### src/rtl/rr_arbiter_4_pkg.sv
// Shared types and helpers for the 4-requester round-robin arbiter.
package rr_arbiter_4_pkg;

   localparam int NREQ = 4;
   localparam int ID_W = 2;

   typedef enum logic [1:0] {
      IDLE    = 2'b00,
      GRANT   = 2'b01,
      RELEASE = 2'b10
   } state_e;

   // Rotating-priority search: first set request at ptr, ptr+1, ... (mod NREQ).
   function automatic logic [ID_W-1:0] rr_pick(input logic [NREQ-1:0] req,
                                               input logic [ID_W-1:0] ptr);
      logic [ID_W-1:0] idx;
      logic            found;
      rr_pick = ptr;
      found   = 1'b0;
      for (int i = 0; i < NREQ; i++) begin
         idx = ptr + ID_W'(i);
         if (!found && req[idx]) begin
            rr_pick = idx;
            found   = 1'b1;
         end
      end
   endfunction

endpackage

### src/rtl/rr_arbiter_4_grant_decoder.sv
// 2-to-4 decoder with active-high enable; turns the registered owner index into one-hot grants.
module rr_arbiter_4_grant_decoder
   import rr_arbiter_4_pkg::*;
(
   input  logic            en,
   input  logic [ID_W-1:0] a,
   output logic [NREQ-1:0] d
);

   always_comb begin
      d = '0;
      if (en) d[a] = 1'b1;
   end

endmodule

### src/rtl/rr_arbiter_4.sv
// Round-robin arbiter for one shared resource, with per-owner hold timeout and one dead cycle between grants.
module rr_arbiter_4
   import rr_arbiter_4_pkg::*;
#(
   parameter  int HOLD_MAX = 8,
   localparam int CNT_W    = $clog2(HOLD_MAX) + 1
) (
   input  logic            clk,
   input  logic            rst,
   input  logic [NREQ-1:0] req,
   input  logic            done,
   output logic [NREQ-1:0] gnt,
   output logic [ID_W-1:0] gnt_id,
   output logic            gnt_valid,
   output logic            timeout
);

   localparam logic [CNT_W-1:0] CNT_LIMIT = (HOLD_MAX == 0) ? '0 : CNT_W'(HOLD_MAX - 1);

   state_e           state_q,   state_d;
   logic [ID_W-1:0]  ptr_q,     ptr_d;
   logic [ID_W-1:0]  gnt_id_q,  gnt_id_d;
   logic [CNT_W-1:0] cnt_q,     cnt_d;
   logic             timeout_q, timeout_d;

   logic [ID_W-1:0]  winner;
   logic             hit_limit;
   logic             owner_release;

   assign winner        = rr_pick(req, ptr_q);
   assign hit_limit     = (HOLD_MAX != 0) && (cnt_q == CNT_LIMIT);
   assign owner_release = done || !req[gnt_id_q];

   always_comb begin
      // NOTE: every signal gets its hold value first so no path through the case can infer a latch.
      state_d   = state_q;
      ptr_d     = ptr_q;
      gnt_id_d  = gnt_id_q;
      cnt_d     = cnt_q;
      timeout_d = 1'b0;
      unique case (state_q)
         IDLE, RELEASE: begin
            if (|req) begin
               state_d  = GRANT;
               gnt_id_d = winner;
               cnt_d    = '0;
            end else begin
               state_d  = IDLE;
            end
         end
         GRANT: begin
            if (owner_release || hit_limit) begin
               state_d   = RELEASE;
               ptr_d     = gnt_id_q + ID_W'(1);
               // A voluntary release in the limit cycle is not reported as a timeout.
               timeout_d = hit_limit && !owner_release;
            end else begin
               cnt_d     = cnt_q + CNT_W'(1);
            end
         end
         default: state_d = IDLE;
      endcase
   end

   always_ff @(posedge clk) begin
      // NOTE: non-blocking assignments so every flop samples pre-edge values regardless of statement order.
      if (rst) begin
         state_q   <= IDLE;
         ptr_q     <= '0;
         gnt_id_q  <= '0;
         cnt_q     <= '0;
         timeout_q <= 1'b0;
      end else begin
         state_q   <= state_d;
         ptr_q     <= ptr_d;
         gnt_id_q  <= gnt_id_d;
         cnt_q     <= cnt_d;
         timeout_q <= timeout_d;
      end
   end

   assign gnt_valid = (state_q == GRANT);
   assign gnt_id    = gnt_id_q;
   assign timeout   = timeout_q;

   rr_arbiter_4_grant_decoder u_dec (
      .en (gnt_valid),
      .a  (gnt_id_q),
      .d  (gnt)
   );

endmodule

### config.mk
export PLATFORM = sky130hd
export DESIGN_NAME = rr_arbiter_4
export DESIGN_NICKNAME = d
export VERILOG_FILES = /design/src/rtl/rr_arbiter_4_pkg.sv /design/src/rtl/rr_arbiter_4_grant_decoder.sv /design/src/rtl/rr_arbiter_4.sv
export SDC_FILE = /design/constraint.sdc
export NUM_CORES = 1
export LEC_CHECK = 0
export ABC_AREA = 1
export BUFFER_PORTS_ARGS = -buffer_cell sky130_fd_sc_hd__buf_4
export CELL_PAD_IN_SITES_DETAIL_PLACEMENT = 1
export CELL_PAD_IN_SITES_GLOBAL_PLACEMENT = 1
export CORE_UTILIZATION = 39
export DETAILED_ROUTE_END_ITERATION = 12
export PLACE_DENSITY_LB_ADDON = 0.1
export REMOVE_ABC_BUFFERS = 1
export SETUP_SLACK_MARGIN = 0.4
export SYNTH_ARGS = -nofsm -noshare
export SYNTH_HDL_FRONTEND = slang
export SYNTH_SLANG_ARGS = --single-unit
### constraint.sdc
create_clock -name clk -period 2.65 [get_ports clk]
set_input_delay 0.6625 -clock clk [delete_from_list [all_inputs] [get_ports clk]]
set_output_delay 0.6625 -clock clk [all_outputs]
set_load 0.01 [all_outputs]
### Word level (Yosys, flattened, before mapping)

Cells that the tools add are included.

* register bits after elaboration: 11
* bits in latches: 0
* RAM bits: 0
* ROM bits: 0
* input bits: 7
* output and inout port bits: 8
* word-level logic and storage cells: 69
* memories: 0

* $add $sub $neg: 5
* multipliers: 0
* div/mod/pow operators: 0
* magnitude comparators: 6
* equality and inequality tests: 6
* shifts and indexed selects: 0
* muxes and demuxes: 25
* bitwise logic cells: 2
* reduce and logical (&&, ||, !) cells: 20

Operators by type and width (count)
* 2-bit by 3-bit < comparator with 1-bit output (second input constant): 5
* 4-bit 2-to-1 mux: 3
* 1-bit binary-select mux with 2-bit select: 5
* 1-bit 2-to-1 mux: 10
* 2-bit 2-to-1 mux: 4
* 4-bit one-hot mux with 2 select lines: 1
* 1-bit logical AND: 5
* 1-bit logical NOT: 5
* 2-bit by 1-bit adder with 2-bit output (second input constant): 2
* 2-bit adder (second input constant): 2
* 4-bit by 1-bit adder with 4-bit output (second input constant): 1
* 4-bit by 3-bit == test with 1-bit output (second input constant): 1
* 2-bit inequality test (second input constant): 2
* 2-bit one-hot mux with 2 select lines: 1
* 2-bit AND reduction: 2
* 4-bit OR reduction: 1
* 3-bit AND reduction: 1
* 3-bit OR reduction: 1
* 1-bit demux with 2-bit select: 1
* 2-bit by 1-bit == test with 1-bit output (second input constant): 1
* 2-bit == test (second input constant): 1
* 2-bit by 1-bit greater-or-equal comparator with 1-bit output (second input constant): 1
* 2-bit logical NOT: 1
* 1-bit logical OR: 2
* other kinds (4): 5

### Logic depth before layout (Yosys ltp)

* depth in word-level cells: 12
* mapped depth: 13
* gate-level depth less buffers: 12

### Hierarchy

Synthesis repeated with hierarchy kept, for this count alone.

* cell total of the unflattened synthesis: 130
* area total of the unflattened synthesis: 779.5 um^2

Modules (own cells, without submodules)
* rr_arbiter_4: instances 1, cells each 122, area an instance 749.5 um^2, sequential area each 220.2 um^2
* rr_arbiter_4_grant_decoder: instances 1, cells each 8, area an instance 30.0 um^2, sequential area each 0.0 um^2

### Least setup slack after synthesis

No wires, ideal clock.

* path type: register to output
* start: register state_q[0]
* end: output port gnt[0]
* arrival: 0.948 ns
* data required time: 1.987 ns
* path slack: 1.039 ns
* cell stages (with the launch flop): 5
* path buffers: 0
* cell sequence: dfxtp_1 inv_1 nor2_1 inv_1 nor2_1

* longest elaborated chain between the ends: 2

Ends and longest elaborated chain
* from (decl): RTL line rr_arbiter_4.sv:20 `state_e state_q, state_d;`
* from (signal assigned): RTL line rr_arbiter_4.sv:74 `state_q <= state_d;`
* 2-bit by 1-bit == test with 1-bit output: RTL line rr_arbiter_4.sv:82 `assign gnt_valid = (state_q == GRANT);`
* net gnt_valid: RTL line rr_arbiter_4.sv:14 `output logic gnt_valid,`
* 4-bit 2-to-1 mux: RTL line rr_arbiter_4_grant_decoder.sv:12 `if (en) d[a] = 1'b1;`
* to (decl): RTL line rr_arbiter_4.sv:12 `output logic [NREQ-1:0] gnt,`

The timed path passes the listed nets, and every way through them passes these cells.

### Final worst setup path

* start: register gnt_id_q[0], in the netlist gnt_id[0]
* end: output port gnt[2]

* longest elaborated chain between the ends: 5
* elaborated cells between the ends (all ways): 6
* those cells by class: order compare (2); mux (3); reduce/logical (1)

Ends and longest elaborated chain
* from (decl): RTL line rr_arbiter_4.sv:22 `logic [ID_W-1:0] gnt_id_q, gnt_id_d;`
* from (signal assigned): RTL line rr_arbiter_4.sv:76 `gnt_id_q <= gnt_id_d;`
* 2-bit by 3-bit < comparator with 1-bit output (not written as such) or 2-bit by 1-bit greater-or-equal comparator with 1-bit output (tied branches): RTL line rr_arbiter_4_grant_decoder.sv:12
* 1-bit logical AND (not written as such): RTL line rr_arbiter_4_grant_decoder.sv:12
* 1-bit 2-to-1 mux (not written as such): RTL line rr_arbiter_4_grant_decoder.sv:12
* 1-bit demux with 2-bit select *
* 4-bit 2-to-1 mux *: RTL line rr_arbiter_4_grant_decoder.sv:12

Every way passes the cells marked *; elsewhere a longest branch is shown, timed or not.

==> impl_metrics.csv <==
group,metric,value,unit
setup_path,logic_depth_of_the_worst_setup_path_including_buffers,5,
sta,worst_case_setup_margin_in_the_final_layout,647,ps
sta,fin_skew,0.747,ps
sta,maxClockFrequency,499,MHz
detailed_routing,wl,2040,microns
clock_tree,cts.sinks,11,
finish,multi_input_comb_area,507,sq um
finish,layout_common_cells,"sky130_fd_sc_hd__nand2_1 (42), sky130_fd_sc_hd__inv_1 (18), sky130_fd_sc_hd__buf_4 (14)",
setup_path,timing.critical_path.fanout_max,9,
setup_path,critical_path.endpoint,"gnt[2]",
place,portBuffers,14,
finish,nFillCells,297,
setup_path,endpoint_kind,"output pin",
sta,final_hold_viol_count,0,
yosys,synthCells,130,
place,gp_routability_congestion,0.731,
clock_tree,ctsRootBufferMaster,"sky130_fd_sc_hd__clkbuf_4",
floorplan,die_y,47.8,microns
grt,grt_pass1_wl,3300,microns
power,vdd.ir_drop.worst,0.285,mV
yosys,syn-cell-area,818,sq um
sta,grt_setup_unrepaired,"no",
setup_path,reg2reg_to,"gnt_id[1]",
finish,total_nets_final,160,
sta,maxSlewHeadroom,71.6,%
setup_path,critPathTopFamily,"flip-flops",
clock_tree,h-tree-depth,1,
floorplan,placementRows,16,
grt,globalRouteOverflowTotal,0,
sta,slew_violations,0,
setup_path,slowest_stage,"sky130_fd_sc_hd__dfxtp_1",
sta,timing.final.crit_period,2000,ps
place,placement.setup.worst_slack,927,ps
detailed_routing,via_count,869,
finish,layout-area-overhead-vs-synth,18.8,%
setup_path,r2r-start,"ptr_q[0]",
grt,grtUsageMet1,23.9,%
power,power-per-cell-area,557,nW/um^2
floorplan,die_area,2290,sq um
setup_path,critical_path_arrival,1340,ps
clock_tree,post_cts.repair.setup_buffers,0,
clock_tree,clkSlewWorstSetupHoldPaths,70,ps
sta,timing.final.setup_violations,0,
yosys,flip_flop_and_latch_count_after_synthesis,11,
yosys,yosysWarnings,0,
clock_tree,cts_made_buffers,3,
setup_path,crit_required,1990,ps
detailed_routing,route.detailed.drc,0,
min_path,worstHoldStart,"cnt_q[0]",
grt,met2_usage,38.4,%
setup_path,crit_path_cell_trace,"inv_1, ha_1, inv_1, nor2_1, buf_4",
yosys,ys_seq_area_share,26.9,%
finish,mostFrequentLayoutCell,"sky130_fd_sc_hd__nand2_1",
detailed_routing,dr.pass1.iters,4,
finish,antenna-diode-count,0,
detailed_routing,first_iter_violations,4,
detailed_routing,antenna_nets_post_route,0,
grt,initial_antenna_violation_count,0,
setup_path,timing.reg2reg.setup_slack,1110,ps
setup_path,critical_path_launch_point,"gnt_id[0]",
setup_path,timing.critical_path.buf_inv,3,
min_path,timing.hold.worst.class,"flip-flop to flip-flop",
sta,worstMarginPinSlew,426,ps
clock_tree,clock_tree_from_tritoncts,"done",
floorplan,floorplan.core_area,1960,sq um
detailed_routing,detail_route.wl_per_cell,11.7,microns
grt,number_of_global_route_vias_before_repair,792,
setup_path,worst_path_largest_cell_delay,500,ps
setup_path,timing.critical_path.from_type,"flip-flop",
sta,post_route_setup_tns,0,ps
place,detailedPlacementHpwl,1650,microns
clock_tree,cts_repair_resize_count,0,
power,leakagePower,0.494,nW
clock_tree,cts_buffer_depth,2,
yosys,synth_cell_types,20,
grt,groute.layer.met3.usage,2.26,%
setup_path,timing.setup.critical_path_class,"flip-flop to output pin",
finish,seq_area,220,sq um
setup_path,crit_path_frequent_cell,"sky130_fd_sc_hd__inv_1",
sta,period_share,75.6,%
grt,grt_max_degree,11,
grt,grt_use_total,20.5,%
job,max_cap_viol_count,0,
grt,grt-busiest-layer,"met2",
clock_tree,clock_insertion_delay_worst_skew,260,ps
detailed_routing,drt-vias-per-instance,4.99,
floorplan,floorplan.die.width,47.8,microns
setup_path,length_in_cells_of_the_worst_reg_to_reg_path,11,
floorplan,initial_core_util,41.7,%
clock_tree,post_cts_hold_buffers,0,
yosys,syn-mean-instance-area,6.29,sq um
finish,post_route_cells_drive_above_1_share,21.1,%
outcome,run_status,"complete, no violations",
floorplan,floorplan.io_pins,15,
-- registers in the layout, summed over array words and instances, names as in the netlist --
signal	flops
ptr_q	2
timeout	1
gnt_id	2
cnt_q	4
state_q	2
-- power breakdown --
group	switching, mW	internal [mW]
sequential	0.0267	0.181
clock	0.0537	0.0581
combinational	0.138	0.0845
-- synth_stat cells --
cell type                  instances  area share, %
sky130_fd_sc_hd__nand4_1           1           0.77
sky130_fd_sc_hd__nand2_4           2            2.8
sky130_fd_sc_hd__o211ai_1          2            1.8
sky130_fd_sc_hd__and3_1            1           0.77
sky130_fd_sc_hd__nor2_4            1            1.4
sky130_fd_sc_hd__ha_1              5            7.6
sky130_fd_sc_hd__o21ai_1           3            1.8
sky130_fd_sc_hd__o31ai_2           1            1.5
sky130_fd_sc_hd__inv_6             1            1.1
sky130_fd_sc_hd__nand2_1          42             19
sky130_fd_sc_hd__dfxtp_1          11             27
sky130_fd_sc_hd__nand2_2           8            6.1
sky130_fd_sc_hd__or2_1             1           0.77
sky130_fd_sc_hd__inv_2             1           0.46
sky130_fd_sc_hd__inv_1            18            8.3
sky130_fd_sc_hd__nor2_1           11            5.0
sky130_fd_sc_hd__a21oi_1           7            4.3
sky130_fd_sc_hd__nand3_1          11            6.7
sky130_fd_sc_hd__buf_6             1            1.4
sky130_fd_sc_hd__o21ai_0           2            1.2
-- worst min path at each step --
stage	to	cells past startpoint
after CTS	cnt_q[0]	1
final	cnt_q[0]	1
after floorplan	cnt_q[0]	1
after global placement	cnt_q[1]	2
after global routing	cnt_q[2]	2
after detailed placement	cnt_q[0]	1
-- layer usage --
metal / routed length (microns) / up-vias
li1: - / 441
met1: 898 / 415
met2: 1090 / 11
met3: 37 / 2
met4: 13 / 0
met5: 0 / -
-- worst register-to-register path: cells and delay by family (launching register included) --
kind / cells / cell delay, ps
AND/OR/NAND/NOR: 10 / 770
flip-flops: 1 / 580
buffers and inverters: 1 / 100
-- kinds of logic after synthesis --
family	after synthesis	share of synthesized area, %
and+or+nand+nor	78	43.6
buffers and inverters	21	11.2
AOI/OAI and AO/OA	15	10.7
DFF	11	26.9
adders and majority gates	5	7.65
-- layout make-up --
| cell class | instances | share of cell area, % |
|---|---|---|
| multi-input cells | 98 | 52.1 |
| flip-flops and latches | 11 | 22.7 |
| repair buffers | 14 | 10.8 |
| inverters | 20 | 8.24 |
| well taps | 27 | 3.47 |
| clock buffers | 4 | 2.70 |
-- through the flow --
step / total power [mW] / hold slack (ps) / cell area [sq um] / util [%] / cells
6_report: 0.542 / 486 / 972 / 49.6 / 174
5_1_grt: 0.592 / 517 / 972 / 49.6 / 174
4_1_cts: 0.552 / 490 / 972 / 49.6 / 174
3_5_place_dp: 0.435 / 480 / 946 / 48.2 / 170
3_3_place_gp: 0.426 / 471 / 946 / 48.2 / 170
2_1_floorplan: 0.363 / 448 / 807 / - / 129
No activity file was read; power rests on OpenSTA's default activity.
